[src/rtl/rnn_pkg.sv]
// Shared definitions for the weight RAM, dot-product units and the weight loader:
// default array geometry, loader state encoding and a width helper.
package rnn_pkg;

    localparam int DEF_NROW     = 16;
    localparam int DEF_NCOL     = 16;
    localparam int DEF_BITWIDTH = 18;

    typedef enum logic [1:0] {
        ST_IDLE  = 2'd0,
        ST_FILL  = 2'd1,
        ST_WRITE = 2'd2,
        ST_DONE  = 2'd3
    } load_state_t;

    // Ceiling log2, floored at 1 so a single-entry dimension still gets a legal width.
    function automatic int clog2(input int value);
        int result;
        result = 1;
        for (int i = 1; i < 31; i++) begin
            if ((32'sd1 << i) < value) begin
                result = i + 1;
            end else begin
                result = result;
            end
        end
        return result;
    endfunction

endpackage

[src/rtl/weight_loader_if.sv]
// Weight stream (valid/ready) plus RAM column-write bus of the weight loader.
// master = loader side, slave = stream source / RAM side.
interface weight_loader_if
    import rnn_pkg::*;
#(
    parameter int NROW          = DEF_NROW,
    parameter int NCOL          = DEF_NCOL,
    parameter int BITWIDTH      = DEF_BITWIDTH,
    parameter int ADDR_BITWIDTH = clog2(NCOL)
);
    logic [BITWIDTH-1:0]      dataIn;
    logic                     dataValid;
    logic                     dataReady;
    logic [BITWIDTH*NROW-1:0] rowIn;
    logic [ADDR_BITWIDTH-1:0] addressIn;
    logic                     writeEn;

    modport master (
        input  dataIn,
        input  dataValid,
        output dataReady,
        output rowIn,
        output addressIn,
        output writeEn
    );

    modport slave (
        output dataIn,
        output dataValid,
        input  dataReady,
        input  rowIn,
        input  addressIn,
        input  writeEn
    );
endinterface

[src/rtl/loader_column_buf.sv]
// NROW x BITWIDTH column assembly register file: one indexed word write per cycle,
// whole column presented flat with slot 0 in the LSBs.
module loader_column_buf
    import rnn_pkg::*;
#(
    parameter  int NROW         = DEF_NROW,
    parameter  int BITWIDTH     = DEF_BITWIDTH,
    localparam int IDX_BITWIDTH = clog2(NROW)
) (
    input  logic                     clk,
    input  logic                     reset,
    input  logic                     wr_en,
    input  logic [IDX_BITWIDTH-1:0]  wr_idx,
    input  logic [BITWIDTH-1:0]      wr_data,
    output logic [BITWIDTH*NROW-1:0] row_flat
);
    logic [NROW-1:0][BITWIDTH-1:0] slots_r;

    // Slot storage; a partial column is simply overwritten by the next load.
    always_ff @(posedge clk or posedge reset) begin
        if (reset) begin
            slots_r <= '0;
        end else if (wr_en) begin
            slots_r[wr_idx] <= wr_data;
        end
    end

    assign row_flat = slots_r;
endmodule

[src/rtl/weight_loader.sv]
// Weight RAM writer: assembles NROW streamed words per column and issues NCOL column writes.
// Optional LOADER_CHECKSUM_EN adds a modulo-2^BITWIDTH sum of all words accepted since start.
module weight_loader
    import rnn_pkg::*;
#(
    parameter  int NROW          = DEF_NROW,
    parameter  int NCOL          = DEF_NCOL,
    parameter  int BITWIDTH      = DEF_BITWIDTH,
    localparam int ADDR_BITWIDTH = clog2(NCOL)
) (
    input  logic            clk,
    input  logic            reset,
    input  logic            start,
    weight_loader_if.master bus,
    output logic            busy,
    output logic            done
`ifdef LOADER_CHECKSUM_EN
    ,
    output logic [BITWIDTH-1:0] checksum
`endif
);
    localparam int WORD_BITWIDTH = clog2(NROW);
    localparam logic [WORD_BITWIDTH-1:0] LAST_WORD = WORD_BITWIDTH'(NROW - 1);
    localparam logic [ADDR_BITWIDTH-1:0] LAST_COL  = ADDR_BITWIDTH'(NCOL - 1);

    load_state_t              state_r;
    load_state_t              state_next_s;
    logic                     accept_s;
    logic [WORD_BITWIDTH-1:0] word_r;
    logic [ADDR_BITWIDTH-1:0] col_r;
    logic [ADDR_BITWIDTH-1:0] addr_r;
    logic                     ready_r;
    logic                     write_r;
    logic                     busy_r;
    logic                     done_r;

    // Next-state decode; terminal compares are against N-1 so any NROW/NCOL works.
    always_comb begin
        state_next_s = state_r;
        accept_s     = 1'b0;
        case (state_r)
            ST_IDLE: begin
                if (start) begin
                    state_next_s = ST_FILL;
                end else begin
                    state_next_s = ST_IDLE;
                end
            end
            ST_FILL: begin
                accept_s = bus.dataValid;
                if (bus.dataValid && (word_r == LAST_WORD)) begin
                    state_next_s = ST_WRITE;
                end else begin
                    state_next_s = ST_FILL;
                end
            end
            ST_WRITE: begin
                if (col_r == LAST_COL) begin
                    state_next_s = ST_DONE;
                end else begin
                    state_next_s = ST_FILL;
                end
            end
            ST_DONE: begin
                state_next_s = ST_IDLE;
            end
            default: begin
                state_next_s = ST_IDLE;
            end
        endcase
    end

    // State register with outputs decoded from the next state so they launch from flops.
    always_ff @(posedge clk or posedge reset) begin
        if (reset) begin
            state_r <= ST_IDLE;
            ready_r <= 1'b0;
            write_r <= 1'b0;
            busy_r  <= 1'b0;
            done_r  <= 1'b0;
        end else begin
            state_r <= state_next_s;
            ready_r <= (state_next_s == ST_FILL);
            write_r <= (state_next_s == ST_WRITE);
            busy_r  <= (state_next_s != ST_IDLE);
            done_r  <= (state_next_s == ST_DONE);
        end
    end

    // Word/column counters; the write address is latched as the last word is taken.
    always_ff @(posedge clk or posedge reset) begin
        if (reset) begin
            word_r <= '0;
            col_r  <= '0;
            addr_r <= '0;
        end else begin
            case (state_r)
                ST_IDLE: begin
                    if (start) begin
                        word_r <= '0;
                        col_r  <= '0;
                    end
                end
                ST_FILL: begin
                    if (bus.dataValid) begin
                        if (word_r == LAST_WORD) begin
                            addr_r <= col_r;
                        end else begin
                            word_r <= word_r + WORD_BITWIDTH'(1);
                        end
                    end
                end
                ST_WRITE: begin
                    word_r <= '0;
                    if (col_r != LAST_COL) begin
                        col_r <= col_r + ADDR_BITWIDTH'(1);
                    end
                end
                default: begin
                    word_r <= word_r;
                end
            endcase
        end
    end

    loader_column_buf #(
        .NROW     (NROW),
        .BITWIDTH (BITWIDTH)
    ) u_column_buf (
        .clk      (clk),
        .reset    (reset),
        .wr_en    (accept_s),
        .wr_idx   (word_r),
        .wr_data  (bus.dataIn),
        .row_flat (bus.rowIn)
    );

`ifdef LOADER_CHECKSUM_EN
    logic [BITWIDTH-1:0] sum_r;

    // Running sum of accepted words, restarted when a new load is accepted.
    always_ff @(posedge clk or posedge reset) begin
        if (reset) begin
            sum_r <= '0;
        end else if ((state_r == ST_IDLE) && start) begin
            sum_r <= '0;
        end else if (accept_s) begin
            sum_r <= sum_r + bus.dataIn;
        end
    end

    assign checksum = sum_r;
`endif

    assign bus.dataReady = ready_r;
    assign bus.writeEn   = write_r;
    assign bus.addressIn = addr_r;
    assign busy          = busy_r;
    assign done          = done_r;
endmodule

[src/flat_wrapper.sv]
// flat-port wrapper written by rule: the top's interface ports become plain ports
module weight_loader_flat import rnn_pkg::*;
#(
    parameter  int NROW          = DEF_NROW,
    parameter  int NCOL          = DEF_NCOL,
    parameter  int BITWIDTH      = DEF_BITWIDTH,
    localparam int ADDR_BITWIDTH = clog2(NCOL)
)
  (clk, reset, start, busy, done, bus_dataIn, bus_dataValid, bus_dataReady, bus_rowIn, bus_addressIn, bus_writeEn);
  weight_loader_if #(.NROW(NROW), .NCOL(NCOL), .BITWIDTH(BITWIDTH)) bus_i ();
  input  logic clk;
  input  logic reset;
  input  logic start;
  output logic busy;
  output logic done;
  input wire logic [$bits(bus_i.dataIn)-1:0] bus_dataIn;
  input wire logic [$bits(bus_i.dataValid)-1:0] bus_dataValid;
  output wire logic [$bits(bus_i.dataReady)-1:0] bus_dataReady;
  output wire logic [$bits(bus_i.rowIn)-1:0] bus_rowIn;
  output wire logic [$bits(bus_i.addressIn)-1:0] bus_addressIn;
  output wire logic [$bits(bus_i.writeEn)-1:0] bus_writeEn;
  assign bus_i.dataIn = bus_dataIn;
  assign bus_i.dataValid = bus_dataValid;
  assign bus_dataReady = bus_i.dataReady;
  assign bus_rowIn = bus_i.rowIn;
  assign bus_addressIn = bus_i.addressIn;
  assign bus_writeEn = bus_i.writeEn;
  weight_loader #(.NROW(NROW), .NCOL(NCOL), .BITWIDTH(BITWIDTH)) u_core (.clk(clk), .reset(reset), .start(start), .bus(bus_i), .busy(busy), .done(done));
endmodule
[config.mk]
export PLATFORM = sky130hd
export DESIGN_NAME = weight_loader_flat
export DESIGN_NICKNAME = d
export VERILOG_FILES = /design/src/rtl/rnn_pkg.sv /design/src/rtl/weight_loader_if.sv /design/src/rtl/loader_column_buf.sv /design/src/rtl/weight_loader.sv /design/src/flat_wrapper.sv
export SDC_FILE = /design/constraint.sdc
export NUM_CORES = 1
export LEC_CHECK = 0
export CORE_MARGIN = 2
export CORE_UTILIZATION = 52
export DETAILED_ROUTE_END_ITERATION = 8
export MAX_ROUTING_LAYER = met4
export PLACE_DENSITY = 0.85
export SLEW_MARGIN = 15
export SYNTH_ARGS = -nofsm -noshare
export SYNTH_HDL_FRONTEND = slang
export SYNTH_SLANG_ARGS = --single-unit
export TNS_END_PERCENT = 1
[constraint.sdc]
create_clock -name clk -period 17.4 [get_ports clk]
set_input_delay 3.48 -clock clk [delete_from_list [all_inputs] [get_ports clk]]
set_output_delay 3.48 -clock clk [all_outputs]
set_load 0.05 [all_outputs]
==> run_results.csv, run 1 <==
group,metric,value,unit
synth,ys_async_sr_fraction,1.00,
synth,ys_seq_area_frac,0.648,
global_routing,gr-total-overflow,0,
cells_and_area,multi_input_area,3920,um^2
synth,ys_types,40,
routing,drc_errors,0,
timing,rsz0062_at_grt,"false",
synth,syn_nets,752,
timing,min_period,5710,ps
setup_path,cp_slowest_stage_delay,850,ps
cells_and_area,area_growth,37.2,%
place,port_buffers,317,
floorplanning,initial_utilization,0.525,
synth,synth_edf_count,0,
cells_and_area,final_core_util,0.721,
cells_and_area,nets,1065,
timing,hold_slack,503,ps
floorplanning,die_y,155,um
run_status,outcome,"finished clean",
global_routing,grt_pass1_wl,47100,um
synth,synth_area_leaders,"dfrtp_1 (65%), mux2_2 (28%), nor2_4 (0.76%)",
timing,setup_viol,0,
cts,cts-buffers-inserted,31,
setup_path,critPathSlowestCell,"buf_4",
cts,clkSlewWorstSetupHoldPaths,60,ps
synth,synth_flop_cell,"dfrtp_1",
setup_path,path_buf_inv,4,
timing,relSlewSlack,0.324,
timing,period_share,0.328,
floorplanning,core_area,22500,um^2
cts,hold_buffers,0,
setup_path,cp_common_cell,"buf_4",
timing,tns,0,ps
timing,hold_violations,0,
hold_path,hold_class,"register to register",
setup_path,cp_cell_sequence,"clkdlybuf4s50_1 > inv_8 > buf_4 > buf_4",
setup_path,cp_top_family,"buffers and inverters",
cells_and_area,nFillCells,1452,
timing,worst_pin_slew,1010,ps
cts,insertion_delay,540,ps
place,dpl.hpwl,20700,um
synth,avgSynthCellArea,16.3,um^2
setup_path,crit_arrival,6250,ps
global_routing,grt_max_degree,82,
timing,finClkSkew,10.9,ps
synth,postSynthCellCount,725,
floorplanning,io_pins,318,
global_routing,antenna_found_initial,0,
setup_path,cp_max_fo,80,
synth,yosys_warnings,0,
synth,synth.cell_area,11800,um^2
timing,slew_violations,0,
cts,cts_root_buffer,"clkbuf_16",
cts,cts_sinks,306,
cts,cts_max_path_buffers,3,
synth,yosys.area.top_type,"dfrtp_1",
global_routing,grt_pass1_vias,7830,
routing,avgRoutedWirePerCell,23.0,um
setup_path,critPathLaunchType,"primary input",
synth,synth-seq-cells,306,
routing,ant_nets,0,
place,place_congestion,0.808,
cts,ctsResizeCount,0,
cts,post_cts.repair.setup_buffers,0,
routing,wirelength,31000,um
cells_and_area,register_area,7660,um^2
synth,synth_top_area_frac,0.648,
setup_path,cp-end-kind,"asynchronous set/reset pin",
floorplanning,die_w,155,um
routing,avgViaCountPerCell,5.41,
cts,cts_tree,"yes",
floorplanning,row_count,55,
routing,drt_iter0_drc,372,
cells_and_area,drive_gt1_frac,0.342,
cts,htreeDepth,1,
timing,fmax,175,MHz
routing,num_vias,7298,
routing,dr.pass1.iters,4,
global_routing,grt_usage,0.265,
job,maxCapViolCount,0,
setup_path,worstPathRequired,17950,ps
floorplanning,fp.dieArea,24000,um^2
setup_path,critical_path_class,"primary input to asynchronous set/reset pin",
[per-layer routing]
layer | up-vias | GRT usage | wire [um]
met5 | - | - | 0
met4 | 0 | 0.0974 | 1190
met3 | 65 | 0.0630 | 1960
li1 | 3198 | - | -
met1 | 3789 | 0.324 | 12700
met2 | 246 | 0.433 | 15200
[through the flow]
step	setup slack, ps	area [um^2]	cells
after global placement	11050	15200	1290
after detailed placement	11010	15200	1290
after CTS	11590	16200	1347
after global routing	11250	16200	1347
after floorplan	5460	11800	725
final	11690	16200	1348
[cell usage in the layout, fill, tap and decap left out, types with 4 or more instances in the layout]
cell	instances
nor2_4	8
o211ai_1	4
nand2_1	9
a21oi_1	4
mux2_2	290
clkbuf_1	7
nand4b_1	4
buf_4	5
nand2b_1	4
clkbuf_8	7
ha_1	5
o21ai_0	4
inv_1	5
clkinv_2	5
clkdlybuf4s50_1	317
clkbuf_16	31
nor2_1	5
dfrtp_1	306
[synthesized netlist by cell type, drive strengths merged, types with 5 or more instances]
cell      n
clkbuf   20
inv       6
nand3     6
nand4b    5
ha        5
buf      22
dfrtp   306
nor2     14
nand2     9
nor3      5
mux2    292
[registers in the layout, summed over array words and instances (netlist names), 2 cells and up]
register and flops:
u_core.col_r 4, u_core.u_column_buf.row_flat 288, u_core.state_r 2, u_core.word_r 4
u_core.bus.addressIn 4
[area by class of cell]
type,count,area share
timing repair buffer,322,0.198
inverter,6,0.00185
clock inverter,12,0.00910
multi-input combinational,371,0.241
sequential,306,0.472
clock buffer,45,0.0554
tap,285,0.0220
antenna,1,0.000154
[path summary, 6_finish.rpt]
check / start / end / slack [ps] / cells after the start
max reg2reg: u_core.state_r[0] / u_core.u_column_buf.row_flat[80] / 14950 / 3
min: u_core.u_column_buf.row_flat[14] / u_core.u_column_buf.row_flat[14] / 500 / 1
min in group asynchronous: reset / u_core.u_column_buf.row_flat[94] / 3380 / 2
max: reset / u_core.u_column_buf.row_flat[173] / 11690 / 4
max in group clk: u_core.u_column_buf.row_flat[270] / bus_rowIn[270] / 12140 / 1
min reg2reg: u_core.u_column_buf.row_flat[14] / u_core.u_column_buf.row_flat[14] / 500 / 1
[logic make-up after synthesis]
| kind of cell | synth area share |
|---|---|
| AO/OA/AOI/OAI | 0.0111 |
| multiplexers | 0.279 |
| buffers and inverters | 0.0217 |
| flip-flops | 0.648 |
| AND/OR/NAND/NOR | 0.0352 |
| adder cells (fa/ha/maj) | 0.00529 |
Power of run 1 is left out: the tool's default activity adds up to more than one toggle a clock period on the data nets, which glitch-free logic cannot reach.
==> run 2, diff against run 1 <==
--- a/config.mk
+++ b/config.mk
@@ -6,10 +6,10 @@
 export NUM_CORES = 1
 export LEC_CHECK = 0
 export CORE_MARGIN = 2
-export CORE_UTILIZATION = 52
+export CORE_UTILIZATION = 44
 export DETAILED_ROUTE_END_ITERATION = 8
 export MAX_ROUTING_LAYER = met4
-export PLACE_DENSITY = 0.85
+export PLACE_DENSITY = 0.77
 export SLEW_MARGIN = 15
 export SYNTH_ARGS = -nofsm -noshare
 export SYNTH_HDL_FRONTEND = slang
==> constraint.sdc (replaced) <==
create_clock -name clk -period 5.06 [get_ports clk]
set_input_delay 1.012 -clock clk [delete_from_list [all_inputs] [get_ports clk]]
set_output_delay 1.012 -clock clk [all_outputs]
set_load 0.05 [all_outputs]
==> run_results.csv, run 2 (synthesized netlist as in run 1, its figures left out) <==
group,metric,value,unit
setup_path,reg2reg_slack,2560,ps
global_routing,antenna_found_initial,0,
cells_and_area,nets,1070,
cts,cts_tree,"yes",
routing,ant_nets,0,
global_routing,grt_max_degree,120,
global_routing,grt_pass1_vias,7744,
timing,worst_pin_slew,1050,ps
cts,cts_max_path_buffers,3,
cells_and_area,multi_input_area,3920,um^2
setup_path,critical_path_class,"primary input to register",
cells_and_area,final_common_cell,"clkdlybuf4s50_1",
cts,cts-buffers-inserted,34,
job,maxCapViolCount,0,
place,place_congestion,0.785,
cells_and_area,largest_reg_flops,288,
routing,num_vias,7286,
timing,fmax,358,MHz
floorplanning,io_pins,318,
routing,avgRoutedWirePerCell,21.6,um
timing,period_share,0.552,
setup_path,worstPathRequired,5430,ps
timing,finClkSkew,16.0,ps
timing,hold_violations,0,
routing,drt_iter0_drc,319,
setup_path,path_buf_inv,1,
global_routing,grt_usage,0.223,
setup_path,cp_top_family,"simple AND/OR/NAND/NOR gates",
routing,avgViaCountPerCell,5.19,
timing,slew_violations,0,
cells_and_area,register_area,7660,um^2
cells_and_area,area_growth,38.3,%
timing,setup_viol,0,
floorplanning,initial_utilization,0.444,
cts,htreeDepth,2,
cts,hold_buffers,0,
cts,ctsResizeCount,0,
hold_path,hold_class,"register to register",
cells_and_area,nFillCells,2038,
cells_and_area,drive_gt1_frac,0.342,
setup_path,cp_slowest_stage_delay,730,ps
floorplanning,die_y,168,um
timing,min_period,2790,ps
place,port_buffers,317,
setup_path,cp_max_fo,18,
setup_path,critPathSlowestCell,"nor2_4",
cells_and_area,final_cell_mix,"clkdlybuf4s50_1 (317), dfrtp_1 (306), mux2_2 (290)",
cells_and_area,final_core_util,0.614,
setup_path,crit_arrival,3160,ps
cts,post_cts.repair.setup_buffers,0,
global_routing,gr-total-overflow,0,
routing,drc_errors,0,
cts,cts_root_buffer,"clkbuf_16",
place,dpl.hpwl,20600,um
routing,wirelength,30400,um
global_routing,grt_pass1_wl,46900,um
floorplanning,row_count,60,
setup_path,cp_cell_sequence,"clkdlybuf4s50_1 > nand4b_1 > nor2_4 > mux2_2",
floorplanning,core_area,26700,um^2
timing,tns,0,ps
setup_path,critPathLaunchType,"primary input",
run_status,outcome,"finished clean",
timing,hold_slack,489,ps
routing,dr.pass1.iters,4,
timing,rsz0062_at_grt,"false",
cts,clkSlewWorstSetupHoldPaths,50,ps
setup_path,cp-end-kind,"register",
cts,insertion_delay,510,ps
floorplanning,fp.dieArea,28200,um^2
floorplanning,die_w,168,um
cts,cts_sinks,306,
timing,relSlewSlack,0.297,
## run 2: changes by cell type in the layout (fill, tap and decap cells not counted), sizes merged
cell / before / now
clkbuf: 45 / 51
bufinv: 3 / 0
buf: 5 / 7
inv: 7 / 5
clkinv: 6 / 5
clkinvlp: 2 / 1
## run 2: layout make-up
cell class                      count  share of cell area
Clock buffer                       51              0.0641
Timing Repair Buffer              324               0.199
Multi-Input combinational cell    371               0.239
Antenna cell                        1            0.000153
Tap cell                          341              0.0261
Inverter                            6             0.00161
Sequential cell                   306               0.468
Clock inverter                      5             0.00153
## run 2: routing by layer
metal / global-route usage / share of wire
met5: - / 0
met2: 0.355 / 0.48
met1: 0.280 / 0.43
met4: 0.0756 / 0.031
met3: 0.0592 / 0.065
## run 2: per-stage QoR
step                setup WS (ps)  instances  area, um^2
global placement             1800       1348       15300
global route                 2200       1404       16300
finish                       2270       1405       16400
detailed placement           1770       1348       15300
floorplan                   -23.0        725       11800
CTS                          2290       1404       16300
## run 2: final timing paths
| check | startpoint | endpoint | cells after the start |
|---|---|---|---|
| min in group asynchronous | reset | u_core.u_column_buf.row_flat[262] | 2 |
| max reg2reg | u_core.state_r[0] | u_core.u_column_buf.row_flat[138] | 3 |
| max | bus_dataValid | u_core.u_column_buf.row_flat[138] | 4 |
| max in group asynchronous | reset | u_core.u_column_buf.row_flat[129] | 3 |
| min | u_core.u_column_buf.row_flat[209] | u_core.u_column_buf.row_flat[209] | 1 |
| min reg2reg | u_core.u_column_buf.row_flat[209] | u_core.u_column_buf.row_flat[209] | 1 |
Power of run 2 is left out for the same reason.
